`config.mk`:
```
export PLATFORM = sky130hd
export DESIGN_NAME = stage_memory
export DESIGN_NICKNAME = d
export VERILOG_FILES = /design/src/rtl/stage_memory_pkg.sv /design/src/rtl/stage_memory.sv
export SDC_FILE = /design/constraint.sdc
export NUM_CORES = 1
export LEC_CHECK = 0
export ABC_AREA = 0
export BUFFER_PORTS_ARGS = -buffer_cell sky130_fd_sc_hd__buf_2
export CAP_MARGIN = 20
export CORE_MARGIN = 4
export CORE_UTILIZATION = 44
export DETAILED_ROUTE_END_ITERATION = 10
export PLACE_DENSITY = 0.73
export REMOVE_ABC_BUFFERS = 1
export SYNTH_ARGS = -nofsm -noshare
export SYNTH_HDL_FRONTEND = slang
export SYNTH_SLANG_ARGS = --single-unit
```
`constraint.sdc`:
```
create_clock -name clock -period 2.2 [get_ports clock]
set_input_delay 0.44 -clock clock [delete_from_list [all_inputs] [get_ports clock]]
set_output_delay 0.44 -clock clock [all_outputs]
set_load 0.1 [all_outputs]
```
`src/rtl/stage_memory_pkg.sv`:
```
// Shared types for the memory-access pipeline stage: operation codes, the
// stage record passed between pipeline stages, and the memory FSM states.
package stage_memory_pkg;

  localparam int unsigned DATA_W = 32;
  localparam int unsigned RW_W   = 5;

  typedef logic [DATA_W-1:0] V32;

  typedef enum logic [3:0] {
    NOP      = 4'd0,
    ALO      = 4'd1,
    AHI      = 4'd2,
    ADD      = 4'd3,
    SUB      = 4'd4,
    AND      = 4'd5,
    RDL      = 4'd6,
    STR      = 4'd7,
    FINISHED = 4'd8
  } t_operation;

  typedef struct packed {
    t_operation      operation;
    logic [RW_W-1:0] rw;
    V32              result;
    V32              value;
  } t_stage;

  typedef enum logic {
    IDLE = 1'b0,
    REQ  = 1'b1
  } t_mem_state;

  localparam t_stage STAGE_NOP = '{operation: NOP, rw: '0, result: '0, value: '0};

  function automatic logic is_mem_op(input t_operation op);
    return (op == RDL) || (op == STR);
  endfunction

endpackage

```
`src/rtl/stage_memory.sv`:
```
// Memory-access stage: services RDL/STR through a single-outstanding cache
// handshake, passes other ops through. Define STAGE_MEM_STATS_EN for counters.
module stage_memory
  import stage_memory_pkg::*;
#(
  parameter int unsigned ADDR_W = 32
) (
  input  logic              clock,
  input  logic              reset,
  input  t_stage            stage_ex,
  output logic              stall,
  output logic              mem_req,
  output logic              mem_we,
  output logic [ADDR_W-1:0] mem_addr,
  output V32                mem_wdata,
  input  logic              mem_ready,
  input  V32                mem_rdata,
  output t_stage            stage_mem
`ifdef STAGE_MEM_STATS_EN
  ,
  output V32                stall_cycles,
  output V32                mem_ops
`endif
);

  t_mem_state        state, state_n;
  logic              halted, halted_n;
  t_stage            stage_mem_n;
  t_operation        req_op, req_op_n;
  logic [RW_W-1:0]   req_rw, req_rw_n;
  logic [ADDR_W-1:0] req_addr, req_addr_n;
  V32                req_wdata, req_wdata_n;
  logic              req_we, req_we_n;

  // State and request registers; reset withdraws any outstanding request
  always_ff @(posedge clock or negedge reset) begin
    if (!reset) begin
      state     <= IDLE;
      halted    <= 1'b0;
      stage_mem <= STAGE_NOP;
      req_op    <= NOP;
      req_rw    <= '0;
      req_addr  <= '0;
      req_wdata <= '0;
      req_we    <= 1'b0;
    end else begin
      state     <= state_n;
      halted    <= halted_n;
      stage_mem <= stage_mem_n;
      req_op    <= req_op_n;
      req_rw    <= req_rw_n;
      req_addr  <= req_addr_n;
      req_wdata <= req_wdata_n;
      req_we    <= req_we_n;
    end
  end

  // Next-state and next-record logic
  always_comb begin
    state_n     = state;
    halted_n    = halted;
    stage_mem_n = stage_mem;
    req_op_n    = req_op;
    req_rw_n    = req_rw;
    req_addr_n  = req_addr;
    req_wdata_n = req_wdata;
    req_we_n    = req_we;

    unique case (state)
      IDLE: begin
        if (!halted) begin
          if (is_mem_op(stage_ex.operation)) begin
            req_op_n    = stage_ex.operation;
            req_rw_n    = stage_ex.rw;
            req_addr_n  = stage_ex.result[ADDR_W-1:0];
            req_wdata_n = stage_ex.value;
            req_we_n    = (stage_ex.operation == STR);
            stage_mem_n = STAGE_NOP;
            state_n     = REQ;
          end else begin
            stage_mem_n = stage_ex;
            if (stage_ex.operation == FINISHED) halted_n = 1'b1;
          end
        end
      end
      REQ: begin
        if (mem_ready) begin
          stage_mem_n.operation = req_op;
          stage_mem_n.rw        = req_rw;
          stage_mem_n.result    = (req_op == RDL) ? mem_rdata : DATA_W'(req_addr);
          stage_mem_n.value     = req_wdata;
          state_n               = IDLE;
        end else begin
          stage_mem_n = STAGE_NOP;
        end
      end
      default: state_n = IDLE;
    endcase
  end

  assign mem_req   = (state == REQ);
  assign mem_we    = req_we;
  assign mem_addr  = req_addr;
  assign mem_wdata = req_wdata;
  assign stall     = (state == REQ) || halted;

`ifdef STAGE_MEM_STATS_EN
  // Saturating activity counters
  always_ff @(posedge clock or negedge reset) begin
    if (!reset) begin
      stall_cycles <= '0;
      mem_ops      <= '0;
    end else begin
      if ((state == REQ) && (stall_cycles != '1)) stall_cycles <= stall_cycles + 32'd1;
      if ((state == REQ) && mem_ready && (mem_ops != '1)) mem_ops <= mem_ops + 32'd1;
    end
  end
`endif

  // The cache must only respond to an outstanding request
  a_no_spurious_ready: assert property (@(posedge clock) disable iff (!reset)
    mem_ready |-> (state == REQ));

endmodule

```
=== Yosys cells after proc, flatten, opt, wreduce, memory -nomap -nowiden ===
Index checks and enable logic that the tools add are counted.

* Output and inout bits: 140
* Flip-flop bits (word level): 149
* Logic and storage cells: 33
* Input port bits: 108

* Multiplexer cells: 12
* Reduce and logical (&&, ||, !) cells: 3
* Equal/unequal tests: 5
* Bitwise logic cells: 2

{| class="wikitable"
|+ Operators by type and width
! operator !! count
|-
| $mux 73 || 3
|-
| $pmux 73 s2 || 1
|-
| $mux 32 || 1
|-
| $eq 4x3->1 const B || 3
|-
| $mux 1 || 6
|-
| $eq 4x4->1 const B || 1
|-
| $reduce_and 3->1 || 1
|-
| $logic_or 1x1->1 || 2
|-
| $ne 2x2->1 const B || 1
|-
| $not 1->1 || 2
|-
| $pmux 1 s2 || 1
|}

=== Longest topological paths before layout ===
Gate-level depths: netlist of the first run.

* Depth in word-level cells: 5
* Gate-level depth with buffers: 7

=== Worst setup path after synthesis of the first run ===
Ideal clock, no wire load.

* Kind: reg-to-reg
* From: register state, in the netlist mem_req
* To: register stage_mem[11] (netlist bit)
* Required time: 2.073 ns
* Slack: -0.418 ns
* Arrival time: 2.492 ns
* Stages on the path, launching flop included: 7
* Path through: dfrtp_1 -> nor2_2 -> inv_1 -> nor2_1 -> buf_2 -> buf_6 -> a221o_1

* Cells in the longest elaborated chain, start to end: 2
* Elaborated cells on any way between the ends: 3
* Those cells by class: eq/ne: 1; mux: 1; bitwise: 1

{| class="wikitable"
|+ Ends and longest elaborated chain
! item !! line !! text
|-
| from (decl) || stage_memory.sv:26 || <nowiki>t_mem_state state, state_n;</nowiki>
|-
| from (signal assigned) || stage_memory.sv:47 || <nowiki>state <= state_n;</nowiki>
|-
| $not 1->1 (no source line) || - ||
|-
| $pmux 73 s2 or $ne 2x2->1 (tied branches) || - ||
|-
| to (signal assigned) || stage_memory.sv:49 || <nowiki>stage_mem <= stage_mem_n;</nowiki>
|-
| to (decl) || stage_memory.sv:18 || <nowiki>output t_stage stage_mem</nowiki>
|}

Several ways; a longest one is shown, not always the timed one.
A chain may end at the register's enable or synchronous reset.

=== Worst setup path in the final report of the first run ===
* From: register state, in the netlist mem_req
* To: output port mem_req

{| class="wikitable"
|+ RTL lines
! item !! line !! text
|-
| to (decl) || stage_memory.sv:12 || <nowiki>output logic mem_req,</nowiki>
|}

No word-level cell between the ends.

==> out/summary.txt, run 1 <==
Outcome: finished, final reports clean
Final WL: 18500 um
Core Box Area: 14600 um2
Clk root buf: clkbuf_16
Fmax: 528 MHz
RD Place Congestion: 0.828
Initial antenna violation count: 0
Synth cell count leaders: dfrtp_1 (149), mux2_4 (46), a221o_1 (38), and3_1 (38), nand2_1 (36)
Endpoints failing setup: 0
RSZ-0062 raised after global routing: no
Final Cycle Share: 0.861
Total GRT Usage: 0.218
Synth top area cells: dfrtp_1 (57%), mux2_4 (11%), a221o_1 (5.8%)
Post-DRT Antenna Nets: 0
Worst Max-Slew Pin Slew: 0.530 ns
Congestion Overflow GR: 0
Final setup skew: 0.00635 ns
Setup crit end kind: output pin
Htree depth: 4
Max-cap violation count: 0
Port bufs: 247
Dpl hpwl: 12600 um
Max FO, Critical Path: 48
Clock slew at reported path FFs: 0.06 ns
First-pass GRT wire length: 29100 um
Register area share after synthesis: 0.568
Hold Crit Class: input port to register
Register bit count reported by yosys: 149
N_diodes: 0
Cell taking the most area after synthesis: dfrtp_1
Nets: 842
Die height: 130 um
Wire per inst: 19.9 um
DR DRC count: 0
Overall die width: 130 um
# rows: 44
Synth Warn #: 0
Synthesized instance count: 493
Crit path kind: register to output pin
CP required: 1.76 ns
Setup crit start kind: register
Synthesized area: 6570 um2
1st-pass router iterations: 4
Top FF cell, synth: dfrtp_1
Synth unique cells: 29
Gates resized, CTS repair: 0
Syn Area/Cell: 13.3 um2
Area Overhead vs Synth: 31.7%
CTS tree: yes
CTS max path bufs: 2
Post-synth EDFFs: 0
Inserted Clock Buffers: 17
Vias per cell: 5.53
Initial DRC Count: 326
Vias: 5144
CTS sink cnt: 149
Die area: 16900 um2
Normalized max-slew margin: 0.649
Worst-Skew Late Latency: 0.42 ns
Final Hold Vio Count: 0
Initial Utilization: 0.450
Fin crit period: 1.89 ns
Synth top area share: 0.568
Final TNS setup: 0 ns
Setup Fix Bufs, Post-CTS: 0
Critical path arrival: 1.45 ns
Largest net degree at the start of global routing: 67
Slew Viols, Final: 0
IO Pins: 248
Post-synth ARST share: 1.00
Vias in the first global route: 5569
Share of layout cells above drive strength 1: 0.491
Top-count cell post-synth: dfrtp_1
# hold bufs at CTS: 1
## final timing paths
path | startpoint | to | slack, ns | depth (start not counted)
worst max-delay path | mem_req | mem_req | 0.31 | 2
worst min-delay path | stage_ex[8] | stage_mem[8] | 0.26 | 2
worst max register to register | halted | stage_mem[3] | 0.54 | 5
worst min register to register | stage_mem[59] | stage_mem[59] | 0.49 | 2
max in group asynchronous | reset | stage_mem[57] | 1.14 | 3
min in group asynchronous | reset | stage_mem[35] | 0.43 | 2
## layout by cell type (no fill, tap or decap), types with 2 or more instances in the layout
| cell | count |
|---|---|
| o21ai_0 | 2 |
| o221ai_1 | 32 |
| clkbuf_1 | 3 |
| mux2_4 | 46 |
| bufinv_16 | 4 |
| mux2i_1 | 33 |
| buf_4 | 8 |
| buf_2 | 244 |
| a221o_1 | 38 |
| clkbuf_16 | 17 |
| clkinvlp_4 | 2 |
| and3_1 | 38 |
| nand2_1 | 35 |
| mux2_2 | 25 |
| nor2_2 | 2 |
| clkinv_2 | 4 |
| buf_12 | 8 |
| inv_1 | 34 |
| nand2b_1 | 5 |
| a21oi_1 | 2 |
| dfrtp_1 | 149 |
## flip-flops by register name (all words and copies together), names as in the netlist
register   flops
stage_mem     73
mem_addr      32
mem_wdata     32
req_rw         5
req_op         4
halted         1
mem_req        1
mem_we         1
## worst max-delay path: stages (launching register included)
cell     delay, ns
dfrtp_1       0.36
buf_4         0.42
buf_12        0.24
## cells by family after synthesis
| group | count (synthesis) | synth area share |
|---|---|---|
| compound gates | 77 | 0.107 |
| buf+inv | 74 | 0.0547 |
| flops | 149 | 0.568 |
| mux | 104 | 0.198 |
| simple gates | 89 | 0.0718 |
## routing by layer
metal	vias to the layer above	wire [um]	GRT usage
met1	2585	7630	0.272
li1	2292	-	-
met2	255	8610	0.353
met5	-	0	0
met4	0	193	0.0770
met3	12	2080	0.0778
## final cells by class
class / count / area (um2)
Clock inverter: 10 / 155
Inverter: 34 / 128
Fill cell: 1167 / 5940
Multi-Input combinational cell: 270 / 2500
Sequential cell: 149 / 3730
Tap cell: 184 / 230
Clock buffer: 21 / 450
Timing Repair Buffer: 262 / 1460
## stage by stage
| stage | area, um2 | setup WS [ns] | hold slack, ns | cells | utilization |
|---|---|---|---|---|---|
| 2_1_floorplan | 6340 | -2.08 | 0.144 | 453 | - |
| 3_3_place_gp | 8040 | 0.437 | 0.304 | 898 | 0.551 |
| 3_5_place_dp | 8040 | 0.398 | 0.310 | 898 | 0.551 |
| 4_1_cts | 8650 | 0.291 | 0.242 | 930 | 0.593 |
| 5_1_grt | 8650 | 0.241 | 0.250 | 930 | 0.593 |
| 6_report | 8650 | 0.306 | 0.261 | 930 | 0.593 |
Power of run 1 is not shown: default switching activity piles up to over one toggle a cycle in this logic, so the estimate is an artifact.
==> run 2, diff against run 1 <==
CELL_PAD_IN_SITES_DETAIL_PLACEMENT = 1   (was unset)
CELL_PAD_IN_SITES_GLOBAL_PLACEMENT = 1   (was unset)
CORE_UTILIZATION = 41   (was 44)
PLACE_DENSITY = unset   (was 0.73)
PLACE_DENSITY_LB_ADDON = 0.1   (was unset)
==> run 2 against run 1 <==
  * Final cell count up 3.8%
  * Hold slack better by 0.0047 ns
  * Routed wire length up 10%
  * Critical endpoint is now stall
  * First-iteration DRC count down 16%
  * Global-route usage up 0.66 points
  * Register-to-register slack worse by 0.07 ns
  * Critical path type unchanged
  * Flip-flop and latch count unchanged
  * Via count up 0.23%
==> out/summary.txt, run 2 (synthesized netlist as in run 1, its figures left out) <==
Commonest non-fill, non-tap cell in the layout: buf_2 (unchanged)
Cells after DPL: 933 (was 898)
Final WL: 20400 um (was 18500 um)
1st-pass router iterations: 4 (unchanged)
CP required: 1.76 ns (about the same)
Worst Max-Slew Pin Slew: 0.550 ns (was 0.530 ns)
Non-Filler Instances: 965 (was 930)
Max-cap violation count: 0 (unchanged)
Share of layout cells above drive strength 1: 0.495 (was 0.491)
Worst r2r path cells: 5 (unchanged)
Hold Crit Class: input port to register (unchanged)
Vias in the first global route: 5736 (was 5569)
Met2 Use GR: 0.371 (was 0.353)
Crit path kind: register to output pin (unchanged)
Wire per inst: 21.1 um (was 19.9 um)
Global routing's busiest layer: met2 (unchanged)
Outcome: finished, final reports clean (unchanged)
Setup WS pre-CTS: 0.331 ns (was 0.398 ns)
Endpoints failing setup: 0 (unchanged)
N_diodes: 0 (unchanged)
# rows: 46 (was 44)
Fmax: 536 MHz (was 528 MHz)
Area Overhead vs Synth: 33.3% (was 31.7%)
Final design area excluding fillers: 8750 um2 (was 8650 um2)
Final Hold Slack: 0.266 ns (was 0.261 ns)
Slew Viols, Final: 0 (unchanged)
Die area: 18100 um2 (was 16900 um2)
Reg-to-Reg End: stage_mem[64] (was stage_mem[3])
Hold_sp: stage_ex[13] (was stage_ex[8])
Overall die width: 135 um (was 130 um)
Post-DRT Antenna Nets: 0 (unchanged)
Fill cell count: 1711 (was 1167)
First-pass GRT wire length: 32100 um (was 29100 um)
Min-Delay Path Depth: 2 (unchanged)
Congestion Overflow GR: 0 (unchanged)
Most frequent cells in the layout: buf_2 (244), dfrtp_1 (149), mux2_4 (46) (unchanged)
Vias per cell: 5.34 (was 5.53)
Die height: 135 um (was 130 um)
DR DRC count: 0 (unchanged)
IO Pins: 248 (unchanged)
Initial DRC Count: 275 (was 326)
Post-route setup slack: 0.333 ns (was 0.306 ns)
Critical path arrival: 1.43 ns (was 1.45 ns)
Post-DP Area: 8110 um2 (was 8040 um2)
Normalized max-slew margin: 0.633 (was 0.649)
Total GRT Usage: 0.225 (was 0.218)
Dpl hpwl: 14200 um (was 12600 um)
CTS tree: yes (unchanged)
Inserted Clock Buffers: 17 (unchanged)
Hold EP: stage_mem[13] (was stage_mem[8])
Largest reg by FF count: stage_mem (unchanged)
Setup Fix Bufs, Post-CTS: 0 (unchanged)
Largest net degree at the start of global routing: 54 (was 67)
R2R Setup Slk: 0.47 ns (was 0.54 ns)
Max reg flops: 73 (unchanged)
CTS sink cnt: 149 (unchanged)
Nets: 845 (was 842)
Port bufs: 247 (unchanged)
RSZ-0062 raised after global routing: no (unchanged)
Final setup skew: 0.00664 ns (was 0.00635 ns)
Worst-Skew Late Latency: 0.42 ns (about the same)
Core Box Area: 15800 um2 (was 14600 um2)
CTS max path bufs: 2 (unchanged)
Final Cycle Share: 0.849 (was 0.861)
Max FO, Critical Path: 8 (was 48)
Final Hold Vio Count: 0 (unchanged)
Vias: 5156 (was 5144)
Initial antenna violation count: 2 (was 0)
Initial Utilization: 0.416 (was 0.450)
Launch point of the worst reg-to-reg path: halted (unchanged)
Fin crit period: 1.87 ns (was 1.89 ns)
Gates resized, CTS repair: 0 (unchanged)
RD Place Congestion: 0.813 (was 0.828)
Met1 usage: 0.284 (was 0.272)
Clk root buf: clkbuf_16 (unchanged)
Grt met3 use: 0.0700 (was 0.0778)
Setup crit end kind: output pin (unchanged)
Clock slew at reported path FFs: 0.06 ns (about the same)
Htree depth: 4 (unchanged)
Setup crit start kind: register (unchanged)
run 2: metal layers:
metal,part of all wire,up-vias
li1,-,2288
met1,0.43,2649
met2,0.48,186
met3,0.072,29
met4,0.016,4
met5,0.0013,-
run 2: worst max path at each step:
stage	from	end	slack, ns	cells past startpoint
floorplan	mem_req	mem_addr[31]	-2.08	3
global placement	stage_ex[70]	mem_wdata[1]	0.37	5
detailed placement	stage_ex[70]	mem_wdata[8]	0.33	5
CTS	halted	stall	0.30	3
global route	halted	stall	0.25	3
finish	halted	stall	0.33	3
run 2: area by class of cell:
type,instances,area (um2),area share
Clock buffer,22,484,0.0553
Clock inverter,9,149,0.0170
Inverter,34,128,0.0146
Multi-Input combinational cell,270,2500,0.285
Sequential cell,149,3730,0.426
Tap cell,216,270,0.0309
Timing Repair Buffer,265,1500,0.171
run 2: what timing repair did:
item / 4_1_cts / 5_1_grt
endpoints found under the setup margin: 0 / 0
endpoints found under the hold margin: 10 / 0
hold buffers: 1 / 0
run 2: critical path, cell delays in order, from the launching register on:
cell and delay, ns:
dfrtp_1 0.47, nor2_2 0.21, inv_1 0.13, buf_12 0.19
run 2: per-stage QoR:
| step | TNS (ns) | utilization |
|---|---|---|
| after floorplan | -273.82 | - |
| after global placement | 0 | 0.514 |
| after detailed placement | 0 | 0.514 |
| after CTS | 0 | 0.555 |
| after global routing | 0 | 0.555 |
| final | 0 | 0.555 |
Power of run 2 is left out for the same reason.
